## config.mk

```make
export PLATFORM = sky130hd
export DESIGN_NAME = nios_system_mul_arbiter
export DESIGN_NICKNAME = d
export VERILOG_FILES = /design/src/rtl/nios_system_mul_pkg.sv /design/src/rtl/nios_system_rr_arb.sv /design/src/rtl/nios_system_mul_arbiter.sv
export SDC_FILE = /design/constraint.sdc
export NUM_CORES = 1
export LEC_CHECK = 0
export CORE_AREA = 2 2 185 187
export DETAILED_ROUTE_END_ITERATION = 16
export DIE_AREA = 0 0 187 189
export GPL_ROUTABILITY_DRIVEN = 1
export PLACE_DENSITY = 0.47
export SYNTH_ARGS = -nofsm -noshare
export SYNTH_HDL_FRONTEND = slang
export SYNTH_SLANG_ARGS = --single-unit
```

## constraint.sdc

```tcl
create_clock -name clk -period 3.55 [get_ports clk]
set_input_delay 0.8875 -clock clk [delete_from_list [all_inputs] [get_ports clk]]
set_output_delay 0.8875 -clock clk [all_outputs]
set_load 0.01 [all_outputs]
```

## src/rtl/nios_system_mul_pkg.sv

```systemverilog
// -----------------------------------------------------------------------------
// nios_system_mul_pkg
// Shared constants and types for the multiplier-sharing arbiter.
//   MUL_LATENCY : issue-to-result latency of the registered multiplier cell
//   MUL_W       : operand width
//   PROD_W      : product width
//   trk_entry_t : one slot of the in-flight ownership tracker {valid, id}
// -----------------------------------------------------------------------------
package nios_system_mul_pkg;

  localparam int MUL_LATENCY = 2;
  localparam int MUL_W       = 32;
  localparam int PROD_W      = 64;

  // Wide enough for the largest supported requester count (8).
  localparam int TRK_ID_W    = 3;

  typedef struct packed {
    logic                valid;
    logic [TRK_ID_W-1:0] id;
  } trk_entry_t;

endpackage

```

## src/rtl/nios_system_rr_arb.sv

```systemverilog
// -----------------------------------------------------------------------------
// nios_system_rr_arb
// Combinational round-robin arbiter with a registered priority pointer.
// The search starts at the pointer; after a grant the pointer moves to the
// slot just past the winner, so every requester is reached within NUM_REQ
// grants.
// Ports:
//   clk, reset   : clock, synchronous active-high reset (pointer -> 0)
//   req          : request vector
//   advance      : move the pointer past the current winner this cycle
//   grant        : one-hot grant (all zero when nothing requests)
//   grant_idx    : index of the winner (0 when nothing requests)
//   grant_any    : some requester won this cycle
// -----------------------------------------------------------------------------
module nios_system_rr_arb
  import nios_system_mul_pkg::*;
#(
  parameter int NUM_REQ = 4,
  parameter int ID_W    = $clog2(NUM_REQ)
) (
  input  logic               clk,
  input  logic               reset,
  input  logic [NUM_REQ-1:0] req,
  input  logic               advance,
  output logic [NUM_REQ-1:0] grant,
  output logic [ID_W-1:0]    grant_idx,
  output logic               grant_any
);

  logic [ID_W-1:0] r_ptr;
  logic [ID_W-1:0] w_ptr_nxt;
  logic [ID_W:0]   w_sum;
  logic [ID_W-1:0] w_cand;

  // Scan NUM_REQ slots starting at the pointer; first requester found wins.
  // The sum is one bit wider so the wrap test works for non-power-of-two counts.
  always_comb begin
    grant     = '0;
    grant_idx = '0;
    grant_any = 1'b0;
    w_sum     = '0;
    w_cand    = '0;
    for (int k = 0; k < NUM_REQ; k++) begin
      w_sum = {1'b0, r_ptr} + (ID_W+1)'(k);
      if (w_sum >= (ID_W+1)'(NUM_REQ)) begin
        w_sum = w_sum - (ID_W+1)'(NUM_REQ);
      end
      w_cand = w_sum[ID_W-1:0];
      if (!grant_any && req[w_cand]) begin
        grant_any = 1'b1;
        grant_idx = w_cand;
      end
    end
    if (grant_any) begin
      grant[grant_idx] = 1'b1;
    end
  end

  always_comb begin
    if (grant_idx == ID_W'(NUM_REQ - 1)) begin
      w_ptr_nxt = '0;
    end else begin
      w_ptr_nxt = grant_idx + 1'b1;
    end
  end

  always_ff @(posedge clk) begin
    if (reset) begin
      r_ptr <= '0;
    end else if (advance) begin
      r_ptr <= w_ptr_nxt;
    end
  end

endmodule

```

## src/rtl/nios_system_mul_arbiter.sv

```systemverilog
// -----------------------------------------------------------------------------
// nios_system_mul_arbiter
// Shares one registered 32x32 multiplier cell (operand register + product
// register, two cycles issue to result) among NUM_REQ requesters. One
// operation is issued per cycle; the owner of each in-flight operation is
// carried alongside the cell's pipeline so the product returns tagged.
// Ports:
//   clk, reset                 : clock, synchronous active-high reset
//   req_valid/req_ready        : per-requester handshake, ready is one-hot
//   req_src1/req_src2          : packed operands, requester i at [32i+31:32i]
//   req_src1/2_signed          : per-operand signedness
//   mul_src1/2, mul_signa/b    : issue side of the multiplier cell
//   mul_clr                    : cell register clear, follows reset
//   mul_result                 : product from the cell
//   rsp_valid/rsp_id/rsp_result: tagged product, no backpressure
//   busy                       : an operation is in flight
// -----------------------------------------------------------------------------
module nios_system_mul_arbiter
  import nios_system_mul_pkg::*;
#(
  parameter int NUM_REQ = 4,
  parameter int ID_W    = $clog2(NUM_REQ)
) (
  input  logic                     clk,
  input  logic                     reset,
  input  logic [NUM_REQ-1:0]       req_valid,
  input  logic [NUM_REQ*MUL_W-1:0] req_src1,
  input  logic [NUM_REQ*MUL_W-1:0] req_src2,
  input  logic [NUM_REQ-1:0]       req_src1_signed,
  input  logic [NUM_REQ-1:0]       req_src2_signed,
  output logic [NUM_REQ-1:0]       req_ready,
  output logic [MUL_W-1:0]         mul_src1,
  output logic [MUL_W-1:0]         mul_src2,
  output logic                     mul_signa,
  output logic                     mul_signb,
  output logic                     mul_clr,
  input  logic [PROD_W-1:0]        mul_result,
  output logic                     rsp_valid,
  output logic [ID_W-1:0]          rsp_id,
  output logic [PROD_W-1:0]        rsp_result,
  output logic                     busy
);

  logic [NUM_REQ-1:0] w_req_gated;
  logic [NUM_REQ-1:0] w_grant;
  logic [ID_W-1:0]    w_grant_idx;
  logic               w_grant_any;

  trk_entry_t r_trk_p0;
  trk_entry_t r_trk_p1;

  // Nothing may be granted while reset is high, so the cell never sees an
  // operand that the tracker would then forget.
  assign w_req_gated = req_valid & {NUM_REQ{~reset}};

  nios_system_rr_arb #(
    .NUM_REQ (NUM_REQ),
    .ID_W    (ID_W)
  ) u_arb (
    .clk       (clk),
    .reset     (reset),
    .req       (w_req_gated),
    .advance   (w_grant_any),
    .grant     (w_grant),
    .grant_idx (w_grant_idx),
    .grant_any (w_grant_any)
  );

  assign req_ready = w_grant;
  assign mul_clr   = reset;

  // ---- issue: operands muxed from the winner straight into the cell ----
  always_comb begin
    mul_src1  = '0;
    mul_src2  = '0;
    mul_signa = 1'b0;
    mul_signb = 1'b0;
    if (w_grant_any) begin
      mul_src1  = req_src1[w_grant_idx*MUL_W +: MUL_W];
      mul_src2  = req_src2[w_grant_idx*MUL_W +: MUL_W];
      mul_signa = req_src1_signed[w_grant_idx];
      mul_signb = req_src2_signed[w_grant_idx];
    end
  end

  // ---- p0: mirrors the cell's operand register ----
  // ---- p1: mirrors the cell's product register ----
  always_ff @(posedge clk) begin
    if (reset) begin
      r_trk_p0 <= '0;
      r_trk_p1 <= '0;
    end else begin
      r_trk_p0.valid <= w_grant_any;
      r_trk_p0.id    <= TRK_ID_W'(w_grant_idx);
      r_trk_p1       <= r_trk_p0;
    end
  end

  // ---- response: product from the cell aligned with its owner ----
  assign rsp_valid  = r_trk_p1.valid;
  assign rsp_id     = ID_W'(r_trk_p1.id);
  assign rsp_result = mul_result;
  assign busy       = r_trk_p0.valid | r_trk_p1.valid;

endmodule

```

# == Yosys cells after proc, flatten, opt, wreduce, memory -nomap -nowiden ==
# Cells that the tools add are included.
# totals
reg_bits,8
input_bits,334
out_inout_bits,139
# op_classes
n_addsub,8
order_cmp,10
n_eq_ne,1
n_shift,2
n_mux,32
bitwise_logic,3
n_reduce_logical,7
# op_table
cell,n
indexed part select 128 x 8 -> 32 bit,2
two-way mux 32 bit,2
two-way mux 2 bit,9
"less-than comparator 2 x 3 -> 1 bit, second input constant",5
two-way mux 1 bit,13
binary-select mux 1 bit (select 2 bit),6
">= comparator 3 bit, second input constant",3
"subtractor 2 x 1 -> 2 bit, second input constant",4
"adder 2 x 2 -> 3 bit, second input constant",2
AND 4 bit,1
logical AND 1 bit,4
two-way mux 4 bit,1
"adder 2 x 1 -> 3 bit, second input constant",1
">= comparator 2 x 3 -> 1 bit, second input constant",1
logical NOT 1 bit,3
"adder 2 x 1 -> 2 bit, second input constant",1
demux 1 bit (select 2 bit),1
"== test 2 bit, second input constant",1
">= comparator 2 x 1 -> 1 bit, second input constant",1
inverter 1 bit,1
bitwise OR 1 bit,1

# == Depth between registers and ports, before layout ==
# depth
word_depth,19
mapped_depth,9

# == Cells and area by module ==
# Synthesis repeated with hierarchy kept, for this count alone.
# unflattened
cells_unflattened,341
area_unflattened_um2,2980.4
# modules_own_cells
mod,instances,cells_each,area_per_inst_um2
nios_system_mul_arbiter,1,311,2697.6
nios_system_rr_arb,1,30,282.8

# == Least setup slack after synthesis ==
# Ideal clock, no wire load.
# synth_timing
path_kind,input to output
startpoint,input req_valid[0]
endpoint,output req_ready[0]
arrival_time_ns,2.124
t_required_ns,2.663
slack_ns,0.539
path_stages,9
n_path_buf,3
path_cell_list,nor2b_1 -> o21bai_1 -> o311a_1 -> buf_6 -> buf_12 -> buf_12 -> inv_2 -> ha_1 -> and2_1
# synth_via
elab_chain_cells,18
word_cells_on_any_way,29
# synth_rtl
element,line_no,text
"start, declared",nios_system_mul_arbiter.sv:26,"input logic [NUM_REQ-1:0] req_valid,"
AND 4 bit (*),nios_system_mul_arbiter.sv:54,assign w_req_gated = req_valid & {NUM_REQ{~reset}};
binary-select mux 1 bit (select 2 bit),nios_system_rr_arb.sv:49,if (!grant_any && req[w_cand]) begin
two-way mux 1 bit (not written as such),nios_system_rr_arb.sv:49,
two-way mux 1 bit,nios_system_rr_arb.sv:49,
logical NOT 1 bit,nios_system_rr_arb.sv:49,
logical AND 1 bit,nios_system_rr_arb.sv:49,
two-way mux 1 bit,nios_system_rr_arb.sv:49,
logical NOT 1 bit,nios_system_rr_arb.sv:49,
[... 3 more ...],-,
logical AND 1 bit,nios_system_rr_arb.sv:49,
two-way mux 2 bit (*),nios_system_rr_arb.sv:49,
named net u_arb.grant_idx[1],nios_system_rr_arb.sv:26,"output logic [ID_W-1:0] grant_idx,"
less-than comparator 2 x 3 -> 1 bit (not written as such) or >= comparator 2 x 1 -> 1 bit (tied branches),nios_system_rr_arb.sv:55,grant[grant_idx] = 1'b1;
logical AND 1 bit (not written as such),nios_system_rr_arb.sv:55,
two-way mux 1 bit (not written as such),nios_system_rr_arb.sv:55,
demux 1 bit (select 2 bit) (*),-,
two-way mux 4 bit (*),nios_system_rr_arb.sv:54,if (grant_any) begin
"end, declared",nios_system_mul_arbiter.sv:31,"output logic [NUM_REQ-1:0] req_ready,"
# The timed path passes the listed nets; every way through them passes the cells marked *. The select of a mux whose other input is x is not followed.

# == Worst setup path after layout ==
# layout_timing
startpoint,input req_valid[0]
endpoint,output mul_src2[31]
# layout_via
elab_chain_cells,15
word_cells_on_any_way,25
# layout_rtl
element,line_no,text
AND 4 bit (*),nios_system_mul_arbiter.sv:54,
binary-select mux 1 bit (select 2 bit),nios_system_rr_arb.sv:49,
two-way mux 1 bit (not written as such),nios_system_rr_arb.sv:49,
two-way mux 1 bit,nios_system_rr_arb.sv:49,
logical NOT 1 bit,nios_system_rr_arb.sv:49,
logical AND 1 bit,nios_system_rr_arb.sv:49,
two-way mux 1 bit,nios_system_rr_arb.sv:49,
logical NOT 1 bit,nios_system_rr_arb.sv:49,
logical AND 1 bit,nios_system_rr_arb.sv:49,
two-way mux 1 bit,nios_system_rr_arb.sv:49,
logical NOT 1 bit,nios_system_rr_arb.sv:49,
logical AND 1 bit,nios_system_rr_arb.sv:49,
two-way mux 2 bit,nios_system_rr_arb.sv:49,
indexed part select 128 x 8 -> 32 bit,nios_system_mul_arbiter.sv:80,mul_src2 = req_src2[w_grant_idx*MUL_W +: MUL_W];
two-way mux 32 bit (*),nios_system_mul_arbiter.sv:78,if (w_grant_any) begin
"end, declared",nios_system_mul_arbiter.sv:33,"output logic [MUL_W-1:0] mul_src2,"
# Mark *: on every way between the ends. The rest lies on a longest branch, timed or not. The select of a mux whose other input is x is not followed.

==> results.toml <==
[outcome]
status = "complete, no violations"

[timing]
post-route-period-util = 0.973
rsz0062_at_grt = "no"
setup_ws_ns = 0.0954
fmax_ghz = 0.289
worst_pin_slew_ns = 0.312
slew_viol_final = 0
relSlewSlack = 0.792
hold_violations = 0
skew_ns = 0.000210
layout_min_cycle_time_ns = 3.45
tns_ns = 0
finalSetupViolCount = 0
hold-worst-slack_ns = 0.432

[power]
power_frac_seq = 0.081
p_leak_uw = 0.00257
p_switching_uw = 406
power_density_nw_per_um2 = 179
p_total_uw = 1250
peakVddDrop_mv = 0.118
p_sw_frac = 0.325
p_clk_frac = 0.147
p_int_uw = 842
p_comb_frac = 0.772

[detailed_routing]
ant_nets = 0
dr.pass1.iters = 4
num_vias = 3810
drc = 0
routed_wl_mm = 17.8
drt-wirelength-per-cell_microns = 16.2
vias_per_cell = 3.46
drt_iter0_drc = 58

[synthesis]
ys_types = 27
syn_area_per_cell_sq_um = 8.57
yosysSeqAreaShare = 0.0553
synth_area_sq_um = 2900
yosysTopAreaCellShare = 0.460
synth_area_leaders = "mux2i_1 46%, buf_4 17%, o22ai_1 14%, dfxtp_1 5.5%, buf_12 4.8%"
yosysWarnings = 0
synth-seq-cells = 8
yosysTopAreaCell = "mux2i_1"
syn_inst = 338
synth_nets = 676

[place]
gp_congestion = 0.803
dp.cells = 1082
port_buffers = 344
dpl.hpwl_mm = 14.4
dp_worst_setup_slack_ns = -0.658

[floorplan]
dieArea_sq_um = 35300
die_h_microns = 189
core_region_area_sq_um = 33300
rows = 67
ios = 473
start_util = 0.0870
die_w_microns = 187

[finish]
final_cell_mix = "269 x clkdlybuf4s50_1, 118 x mux2i_1, 64 x o22ai_1, 46 x buf_2, 26 x buf_4"
fillCellCount = 3666
finalNonFillerCells = 1100
multi_input_area_sq_um = 2140
drive_above_1_share = 0.242
regArea_sq_um = 160
layout_commonest_cell = "clkdlybuf4s50_1"
antenna_cells = 0
area.growth.synth_to_final_pct = 140
nets = 992

[setup_path]
crit_chain = "buf_2, nor2b_4, o21bai_1, o311a_4, buf_4, buf_16, buf_12, mux2i_1, o22ai_1, buf_2"
cp-start-kind = "input pin"
cp_common_cell = "buf_2"
crit_required_ns = 2.66
cp.buffers_inverters = 5
crit_slowest_cell = "o311a_4"
cpPeakStageDelay_ns = 0.32
critPathMaxFanout = 8
cpLargestDelayFamily = "buffers and inverters"
crit_type = "input pin to output pin"
endpoint_kind = "output pin"
arrival_ns = 2.57

[clock_tree]
clockBufferDepth = 2
cts.clk_slew.worst_paths_ns = 0.03
cts_inserted_buffers = 3
clk_latency_ns = 0.23
root_buffer = "clkbuf_16"
h-tree-depth = 1
clock-sinks = 8
cts_tree = "built"

[grt]
grt_max_degree = 23
grtUsageTotal = 0.0933
grt.overflow.total = 0
grt_pass1_vias = 3993
antenna_found_initial = 0
grt_pass1_wl_mm = 25.2

[hold_path]
holdCritPathClass = "flop to flop"

[run]
maxCapViolations = 0
==> cell type report <==
cell class | instances | area share
clock buffer | 3 | 0.0108
tap | 448 | 0.0806
inverter | 4 | 0.00216
multi-input combinational | 231 | 0.308
timing repair buffer | 406 | 0.575
sequential | 8 | 0.0230
==> Yosys cell counts (all sizes together) <==
cell type / instances
mux2i: 133
buf: 81
o22ai: 66
clkbuf: 14
dfxtp: 8
nor2b: 5
and2: 4
ha: 4
inv: 4
nor2: 4
a21oi: 3
nand2: 2
o311a: 2
a211oi: 1
and3b: 1
nand2b: 1
nand3b: 1
nor3: 1
o21ai: 1
o21bai: 1
or2: 1
==> per-layer routing <==
metal	wire [microns]	share of wire	up-vias	global-route usage
li1	-	-	1838	-
met1	6380	0.36	1711	0.0979
met2	9310	0.52	215	0.178
met3	1620	0.091	46	0.0295
met4	475	0.027	0	0.0263
met5	0	0	-	0
==> power by group through the flow <==
stage	Sequential, uW	Combinational [uW]	Clock, uW
detailed placement	101	952	0
CTS	100	986	190
global route	102	1030	193
floorplan	101	419	0
global placement	101	953	0
finish	101	964	184
==> flip-flops by register name, indices dropped and copies added (netlist names) <==
| name | flops |
|---|---|
| r_trk_p0 | 3 |
| rsp_id | 2 |
| u_arb.r_ptr | 2 |
| rsp_valid | 1 |
==> path summary, 6_finish.rpt <==
path                  start        endpoint  slack, ns  depth (start not counted)
max            req_valid[0]    mul_src2[31]        0.1                         10
min             r_trk_p0[1]       rsp_id[1]       0.43                          1
min reg2reg     r_trk_p0[1]       rsp_id[1]       0.43                          1
max reg2reg  u_arb.r_ptr[0]  u_arb.r_ptr[1]       1.56                          9
==> what timing repair did <==
| item | in CTS | in global routing |
|---|---|---|
| gates cloned | 5 | 0 |
| pin swaps | 11 | 5 |
| endpoints found under the setup margin | 70 | 42 |
| resized for setup | 290 | 30 |
| setup buffers | 9 | 3 |
| hold buffers | 0 | 0 |
==> through the flow <==
step | area, sq um | util
finish | 6960 | 0.209
floorplan | 2900 | -
global route | 6960 | 0.209
global placement | 6670 | 0.201
CTS | 7030 | 0.211
detailed placement | 6670 | 0.201
==> kinds of logic after synthesis <==
kind of cell    after synthesis  share of synthesized area
mux                         133                      0.460
buf+inv                      99                      0.266
compound gates               74                      0.163
simple gates                 20                     0.0389
flops                         8                     0.0553
fa+ha+maj                     4                     0.0173
(Power assumes the default switching activity.)
